--- config.mk ---
export PLATFORM = sky130hd
export DESIGN_NAME = toaster_timer_pwm_flat
export DESIGN_NICKNAME = d
export VERILOG_FILES = /design/src/rtl/toaster_timer_pwm_if.sv /design/src/rtl/toaster_timer_pwm.sv /design/src/flat_wrapper.sv
export SDC_FILE = /design/constraint.sdc
export NUM_CORES = 1
export LEC_CHECK = 0
export ABC_AREA = 1
export CAP_MARGIN = 20
export CORE_MARGIN = 1
export CORE_UTILIZATION = 42
export CTS_BUF_LIST = sky130_fd_sc_hd__clkbuf_2
export DETAILED_ROUTE_END_ITERATION = 8
export GPL_ROUTABILITY_DRIVEN = 1
export GPL_TIMING_DRIVEN = 0
export PLACE_DENSITY = 0.59
export REMOVE_ABC_BUFFERS = 1
export SYNTH_ARGS = -nofsm -noshare
export SYNTH_HDL_FRONTEND = slang
export SYNTH_SLANG_ARGS = --single-unit
--- constraint.sdc ---
create_clock -name clk -period 5.9 [get_ports clk]
set_input_delay 1.18 -clock clk [delete_from_list [all_inputs] [get_ports clk]]
set_output_delay 1.18 -clock clk [all_outputs]
set_load 0.1 [all_outputs]
--- src/rtl/toaster_timer_pwm_if.sv ---
// Load bus for toaster_timer_pwm: the keypad/control side writes time and duty
// into one channel and receives a one-cycle acknowledge.
interface toaster_timer_pwm_if #(
  parameter int unsigned N_CH   = 2,
  parameter int unsigned TIME_W = 10,
  parameter int unsigned DC_W   = 8
);
  localparam int unsigned CH_W = (N_CH > 1) ? $clog2(N_CH) : 1;

  logic              wr;
  logic [CH_W-1:0]   wr_ch;
  logic [TIME_W-1:0] wr_time;
  logic [DC_W-1:0]   wr_dc;
  logic              wr_ack;

  modport master (output wr, wr_ch, wr_time, wr_dc, input wr_ack);
  modport slave  (input wr, wr_ch, wr_time, wr_dc, output wr_ack);
endinterface

--- src/rtl/toaster_timer_pwm.sv ---
// Multi-channel seconds countdown with per-channel heater PWM and BCD M:SS display.
// Optional pause support is built in when TOASTER_TIMER_PAUSE_EN is defined.
module toaster_timer_pwm #(
  parameter int unsigned N_CH        = 2,
  parameter int unsigned CLK_PER_SEC = 2000,
  parameter int unsigned TIME_W      = 10,
  parameter int unsigned DC_W        = 8,
  parameter int unsigned DC_MAX      = 200
) (
  input  logic                                      clk,
  input  logic                                      rst_n,
  toaster_timer_pwm_if.slave                        ld,
  input  logic [N_CH-1:0]                           start,
  input  logic [N_CH-1:0]                           stop,
  output logic [N_CH-1:0]                           pwm,
  output logic [N_CH-1:0]                           done,
  output logic [N_CH-1:0]                           busy,
  input  logic [((N_CH > 1) ? $clog2(N_CH) : 1)-1:0] disp_ch,
  output logic [11:0]                               disp_bcd
);
  localparam int unsigned CH_W  = (N_CH > 1) ? $clog2(N_CH) : 1;
  localparam int unsigned SEC_W = $clog2(CLK_PER_SEC);
  localparam int unsigned PWM_W = (DC_MAX > 1) ? $clog2(DC_MAX) : 1;
  localparam int unsigned T_MAX = 599;

  typedef enum logic [1:0] {
    StIdle   = 2'd0,
    StRun    = 2'd1,
    StDone   = 2'd2
`ifdef TOASTER_TIMER_PAUSE_EN
    ,
    StPaused = 2'd3
`endif
  } state_e;

  state_e            st_q  [N_CH];
  state_e            st_d  [N_CH];
  logic [TIME_W-1:0] t_q   [N_CH];
  logic [TIME_W-1:0] t_d   [N_CH];
  logic [DC_W-1:0]   dc_q  [N_CH];
  logic [DC_W-1:0]   dc_d  [N_CH];
  logic [SEC_W-1:0]  sec_q [N_CH];
  logic [SEC_W-1:0]  sec_d [N_CH];
  logic [PWM_W-1:0]  pc_q  [N_CH];
  logic [PWM_W-1:0]  pc_d  [N_CH];

  logic [N_CH-1:0]   pwm_q, pwm_d, done_q, done_d, busy_q, busy_d, ld_hit;
  logic              wr_ack_q, wr_ack_d, ld_ok;
  logic [TIME_W-1:0] ld_time;
  logic [DC_W-1:0]   ld_dc;

  assign ld_ok    = ld.wr && (32'(ld.wr_ch) < N_CH);
  assign ld_time  = (32'(ld.wr_time) > T_MAX) ? TIME_W'(T_MAX) : ld.wr_time;
  assign ld_dc    = (32'(ld.wr_dc) > DC_MAX) ? DC_W'(DC_MAX) : ld.wr_dc;
  assign wr_ack_d = ld_ok;

  always_comb begin
    for (int i = 0; i < N_CH; i++) begin
      ld_hit[i] = ld_ok && (ld.wr_ch == CH_W'(i));
    end
  end

  // Load is applied first; stop/start/tick then act on the post-load state.
  always_comb begin
    for (int i = 0; i < N_CH; i++) begin
      st_d[i]  = st_q[i];
      t_d[i]   = t_q[i];
      dc_d[i]  = dc_q[i];
      sec_d[i] = sec_q[i];
      pc_d[i]  = pc_q[i];

      if (ld_hit[i]) begin
        t_d[i]  = ld_time;
        dc_d[i] = ld_dc;
        if (ld_time == '0 && st_q[i] != StIdle && st_q[i] != StDone) begin
          st_d[i] = StIdle;
        end
      end

      case (st_d[i])
        StIdle: begin
          if (start[i] && !stop[i] && t_d[i] != '0) begin
            st_d[i]  = StRun;
            sec_d[i] = '0;
            pc_d[i]  = '0;
          end
        end
        StRun: begin
          if (stop[i]) begin
`ifdef TOASTER_TIMER_PAUSE_EN
            st_d[i] = StPaused;
`else
            st_d[i] = StIdle;
            t_d[i]  = '0;
`endif
          end else begin
            pc_d[i] = (pc_q[i] == PWM_W'(DC_MAX - 1)) ? '0 : pc_q[i] + 1'b1;
            if (sec_q[i] == SEC_W'(CLK_PER_SEC - 1)) begin
              sec_d[i] = '0;
              // A load in this cycle already set the time; skip the decrement.
              if (!ld_hit[i]) begin
                if (t_q[i] == TIME_W'(1)) begin
                  t_d[i]  = '0;
                  st_d[i] = StDone;
                end else begin
                  t_d[i] = t_q[i] - 1'b1;
                end
              end
            end else begin
              sec_d[i] = sec_q[i] + 1'b1;
            end
          end
        end
`ifdef TOASTER_TIMER_PAUSE_EN
        StPaused: begin
          if (stop[i]) begin
            st_d[i] = StIdle;
            t_d[i]  = '0;
          end else if (start[i]) begin
            st_d[i] = StRun;
          end
        end
`endif
        StDone:  st_d[i] = StIdle;
        default: st_d[i] = StIdle;
      endcase

      pwm_d[i]  = (st_d[i] == StRun) && (32'(pc_d[i]) < 32'(dc_d[i]));
      done_d[i] = (st_d[i] == StDone);
      busy_d[i] = (st_d[i] == StRun);
`ifdef TOASTER_TIMER_PAUSE_EN
      busy_d[i] = busy_d[i] | (st_d[i] == StPaused);
`endif
    end
  end

  always_ff @(posedge clk or negedge rst_n) begin
    if (!rst_n) begin
      for (int i = 0; i < N_CH; i++) begin
        st_q[i]  <= StIdle;
        t_q[i]   <= '0;
        dc_q[i]  <= '0;
        sec_q[i] <= '0;
        pc_q[i]  <= '0;
      end
      pwm_q    <= '0;
      done_q   <= '0;
      busy_q   <= '0;
      wr_ack_q <= 1'b0;
    end else begin
      for (int i = 0; i < N_CH; i++) begin
        st_q[i]  <= st_d[i];
        t_q[i]   <= t_d[i];
        dc_q[i]  <= dc_d[i];
        sec_q[i] <= sec_d[i];
        pc_q[i]  <= pc_d[i];
      end
      pwm_q    <= pwm_d;
      done_q   <= done_d;
      busy_q   <= busy_d;
      wr_ack_q <= wr_ack_d;
    end
  end

  assign pwm       = pwm_q;
  assign done      = done_q;
  assign busy      = busy_q;
  assign ld.wr_ack = wr_ack_q;

  logic [TIME_W-1:0] t_sel;
  int unsigned       tv, rem;

  // Time is clamped to 599, so the minutes digit always fits in 0..9.
  always_comb begin
    t_sel = '0;
    for (int i = 0; i < N_CH; i++) begin
      if (disp_ch == CH_W'(i)) t_sel = t_q[i];
    end
    tv       = 32'(t_sel);
    rem      = tv % 60;
    disp_bcd = {4'(tv / 60), 4'(rem / 10), 4'(tv % 10)};
  end

endmodule
--- src/flat_wrapper.sv ---
// flat-port wrapper written by rule: the top's interface ports become plain ports
module toaster_timer_pwm_flat 
#(
  parameter int unsigned N_CH        = 2,
  parameter int unsigned CLK_PER_SEC = 2000,
  parameter int unsigned TIME_W      = 10,
  parameter int unsigned DC_W        = 8,
  parameter int unsigned DC_MAX      = 200
)
  (clk, rst_n, start, stop, pwm, done, busy, disp_ch, disp_bcd, ld_wr, ld_wr_ch, ld_wr_time, ld_wr_dc, ld_wr_ack);
  toaster_timer_pwm_if #(.N_CH(N_CH), .TIME_W(TIME_W), .DC_W(DC_W)) ld_i ();
  input  logic clk;
  input  logic rst_n;
  input  logic [N_CH-1:0] start;
  input  logic [N_CH-1:0] stop;
  output logic [N_CH-1:0] pwm;
  output logic [N_CH-1:0] done;
  output logic [N_CH-1:0] busy;
  input  logic [((N_CH > 1) ? $clog2(N_CH) : 1)-1:0] disp_ch;
  output logic [11:0] disp_bcd;
  input wire logic [$bits(ld_i.wr)-1:0] ld_wr;
  input wire logic [$bits(ld_i.wr_ch)-1:0] ld_wr_ch;
  input wire logic [$bits(ld_i.wr_time)-1:0] ld_wr_time;
  input wire logic [$bits(ld_i.wr_dc)-1:0] ld_wr_dc;
  output wire logic [$bits(ld_i.wr_ack)-1:0] ld_wr_ack;
  assign ld_i.wr = ld_wr;
  assign ld_i.wr_ch = ld_wr_ch;
  assign ld_i.wr_time = ld_wr_time;
  assign ld_i.wr_dc = ld_wr_dc;
  assign ld_wr_ack = ld_i.wr_ack;
  toaster_timer_pwm #(.N_CH(N_CH), .CLK_PER_SEC(CLK_PER_SEC), .TIME_W(TIME_W), .DC_W(DC_W), .DC_MAX(DC_MAX)) u_core (.clk(clk), .rst_n(rst_n), .ld(ld_i), .start(start), .stop(stop), .pwm(pwm), .done(done), .busy(busy), .disp_ch(disp_ch), .disp_bcd(disp_bcd));
endmodule
==> impl_metrics.tcl, run 1 <==
set metrics [dict create \
    worstReg2RegEnd "u_core.sec_q[9]$_DFFE_PN0P_" \
    ys_seq_elements 85 \
    cap_violations 0 \
    hold_violations 0 \
    holdWs_ps 512 \
    end_kind "primary output" \
    ys_warn_count 0 \
    avgViaCountPerCell 5.26 \
    die-area_sq_um 18300 \
    gp_congestion 0.847 \
    routed_wl_microns 19900 \
    ys_async_sr_fraction_pct 100 \
    clock_sinks 85 \
    required_ps 4720 \
    dr.first_iter.drc_count 366 \
    clkLatencyLatePin_ps 600 \
    slew_headroom_pct 31.8 \
    post-synth-top-area-cell "dfrtp_1" \
    cp.arrival_ps 5230 \
    power_density_nw_per_um2 541 \
    seqCellArea_sq_um 2130 \
    clk_path_buf_depth 2 \
    status "finished with violations" \
    setup_violations 5 \
    crit_buf_inv 11 \
    core-area_sq_um 17400 \
    syn_area_sq_um 7470 \
    start_kind "input pin" \
    htree_levels 3 \
    fmaxAchievable_ghz 0.156 \
    avgRoutedWirePerCell_microns 14.1 \
    worstHoldStart "u_core.dc_q[11]$_DFF_PN0_" \
    grt_pass1_vias 6824 \
    drv_slew 0 \
    finClkSkew_ps 24.6 \
    vdd_ir_drop_max_mv 1.58 \
    final_nets 1236 \
    nFillCells 1707 \
    antenna_left 0 \
    area_delta_synth_final_pct 26.0 \
    ff2ff_setup_slack_ps 2730 \
    synth_edf_count 0 \
    crit_type "input pin to primary output" \
    p_leak_nw 4.46 \
    grt_overflow 0 \
    die_w_microns 135 \
    reg2regPathDepth 8 \
    root_buffer "clkbuf_2" \
    path_common_cell "nand2_4" \
    crit_start "disp_ch" \
    period_share_pct 109 \
    worstMarginPinSlew_ps 1020 \
    port_buffers 45 \
    track_usage_pct 21.8 \
    slowest_delay_ps 230 \
    hpwlAfterDp_microns 14000 \
    cts_tree "done" \
    hold_class "flop to flop" \
    synth.distinct_cells 54 \
    path_max_fanout 5 \
    grt_max_degree 45 \
    tns_ps -2100 \
    multi_input_area_sq_um 5090 \
    cts_buffers 9 \
    synth_area_per_cell_sq_um 6.95 \
    drc_errors 0 \
    rows 48 \
    ios 46 \
    dr.pass1.iters 5 \
    vias 7448 \
    worst_slack_ps -510 \
    grt_pass1_wl_microns 32000 \
    place_ws_ps -2870 \
    critPathCapture "disp_bcd[4]" \
    cp_top_family "simple AND/OR/NAND/NOR gates" \
    synthCells 1074 \
    drive_gt1_share_pct 23.9 \
    r2r-start "u_core.st_q[0]$_DFF_PN0_" \
    synth_ff_type "dfrtp_1" \
    min_period_ps 6410 \
    slowest_stage "o21ai_4" \
    fp.dieH_microns 135 \
    initial_core_util_pct 43.0 \
    synth_seq_area_share_pct 28.5 \
    worstSetupPathDepth 42 \
    yosys-top-cells-area "dfrtp_1 (28%), nand2_1 (12%), inv_1 (7.1%)" \
    rsz0062_at_grt "yes" \
    violations "negative setup slack" \
    antenna_found_initial 1 \
    clk_pin_slew_ps 250 \
    synth_top_area_share_pct 28.5 \
]
-- placed cells by master (no fill, tap or decap), types with 4 or more instances in the layout --
cell type	n
a21oi_1	36
a31oi_1	5
buf_12	7
buf_4	63
clkbuf_2	10
clkdlybuf4s50_1	34
clkinv_1	5
dfrtp_1	85
ha_1	22
inv_1	137
inv_2	19
nand2_1	200
nand2_2	46
nand2_4	37
nand2_8	4
nand3_1	64
nand3_2	12
nand3_4	16
nand3b_1	6
nand4_1	56
nor2_1	70
nor2_2	9
nor2_4	11
nor3_1	21
o211ai_1	9
o21ai_0	81
o22ai_1	15
o311ai_0	5
or2_2	12
xor2_1	22
-- cell families (layout without fill, tap and decap cells) --
group,Yosys count,after routing,synth area share [%]
AOI/OAI and AO/OA,178,178,14.2
xor gates and xnor gates,26,26,3.15
adders and majority gates,25,25,4.19
buffers and inverters,183,296,9.57
DFF,85,85,28.5
other,0,1,0
and+or+nand+nor,577,579,40.4
-- sequential cells by signal, indices dropped and copies added (netlist names) --
name              cells
u_core.dc_q          16
u_core.pwm            2
u_core.done           2
u_core.st_q           4
u_core.ld.wr_ack      1
u_core.pc_q          16
u_core.sec_q         22
u_core.t_q           20
u_core.busy           2
-- report_power, final --
part           internal, W  switching [W]
clock network     0.000142       0.000232
registers         0.000657      0.0000713
logic              0.00148        0.00251
-- what timing repair did --
item / 4_1_cts / 5_1_grt
gates resized for setup: 133 / 61
endpoints found under the setup margin: 10 / 7
hold buffers: 0 / 0
cloned: 3 / 0
pin swaps: 53 / 53
setup buffers: 42 / 24
-- worst reg2reg max path: cells and delay by family (launching register included) --
kind | cells | cell delay [ps]
buffers and inverters | 1 | 340
flip-flops | 1 | 410
AND/OR/NAND/NOR | 7 | 2350
-- per-stage QoR --
stage	util, %	power [W]	std cells	area, sq um
after floorplan	-	0.00319	1057	7380
after detailed placement	47.0	0.00373	1329	8160
final	54.2	0.00509	1415	9410
after CTS	51.9	0.00473	1390	9020
after global placement	46.7	0.00371	1327	8110
after global routing	54.2	0.00547	1415	9410
-- synth_stat cells, types with 3 or more instances --
cell,instances
nor3_1,22
buf_2,4
nand3_1,75
xnor2_1,3
a21oi_1,37
o311ai_0,5
nor2_1,78
nor2_4,8
inv_4,3
inv_1,142
nand3b_1,5
o32ai_1,3
nand2_4,13
nor2_2,4
o21ai_0,81
nand4_1,56
nand2_2,34
or2_2,12
nand3_4,9
o211ai_1,9
a31oi_1,5
and2_1,3
clkinv_1,5
nor4_1,4
clkbuf_1,11
nand2_1,237
o21ai_1,4
o22ai_1,15
xor2_1,22
inv_2,16
nor3b_1,3
nand3_2,8
ha_1,25
dfrtp_1,85
-- area by class of cell --
| type | count | area share (%) |
|---|---|---|
| multi-input cells | 808 | 54.1 |
| flip-flops and latches | 85 | 22.6 |
| repair buffers | 114 | 11.8 |
| inverters | 166 | 6.94 |
| well taps | 225 | 2.99 |
| clock inverters | 7 | 1.04 |
| clock buffers | 9 | 0.479 |
| diodes | 1 | 0.0266 |
-- worst min path at each step --
stage                                 to  cells past startpoint
6_report       u_core.dc_q[11]$_DFF_PN0_                      2
2_1_floorplan  u_core.dc_q[11]$_DFF_PN0_                      2
3_5_place_dp   u_core.dc_q[11]$_DFF_PN0_                      2
3_3_place_gp   u_core.dc_q[11]$_DFF_PN0_                      2
4_1_cts         u_core.pc_q[1]$_DFF_PN0_                      1
5_1_grt         u_core.pc_q[0]$_DFF_PN0_                      1
-- metal layers --
layer  track usage, %  vias to the layer above  routed length (microns)
met2             38.2                      154                     9960
met3             3.52                       16                      842
li1                 -                     3827                        -
met1             27.5                     3451                     8860
met4             6.30                        0                      246
met5                0                        -                        0
No activity file was read; power rests on OpenSTA's default activity.
==> run 2, diff against run 1 <==
- CTS_CLUSTER_SIZE: unset -> 14
- GPL_ROUTABILITY_DRIVEN: 1 -> 0
==> results of run 2 <==
The final DEF is identical to that of run 1; final timing and power are the same.
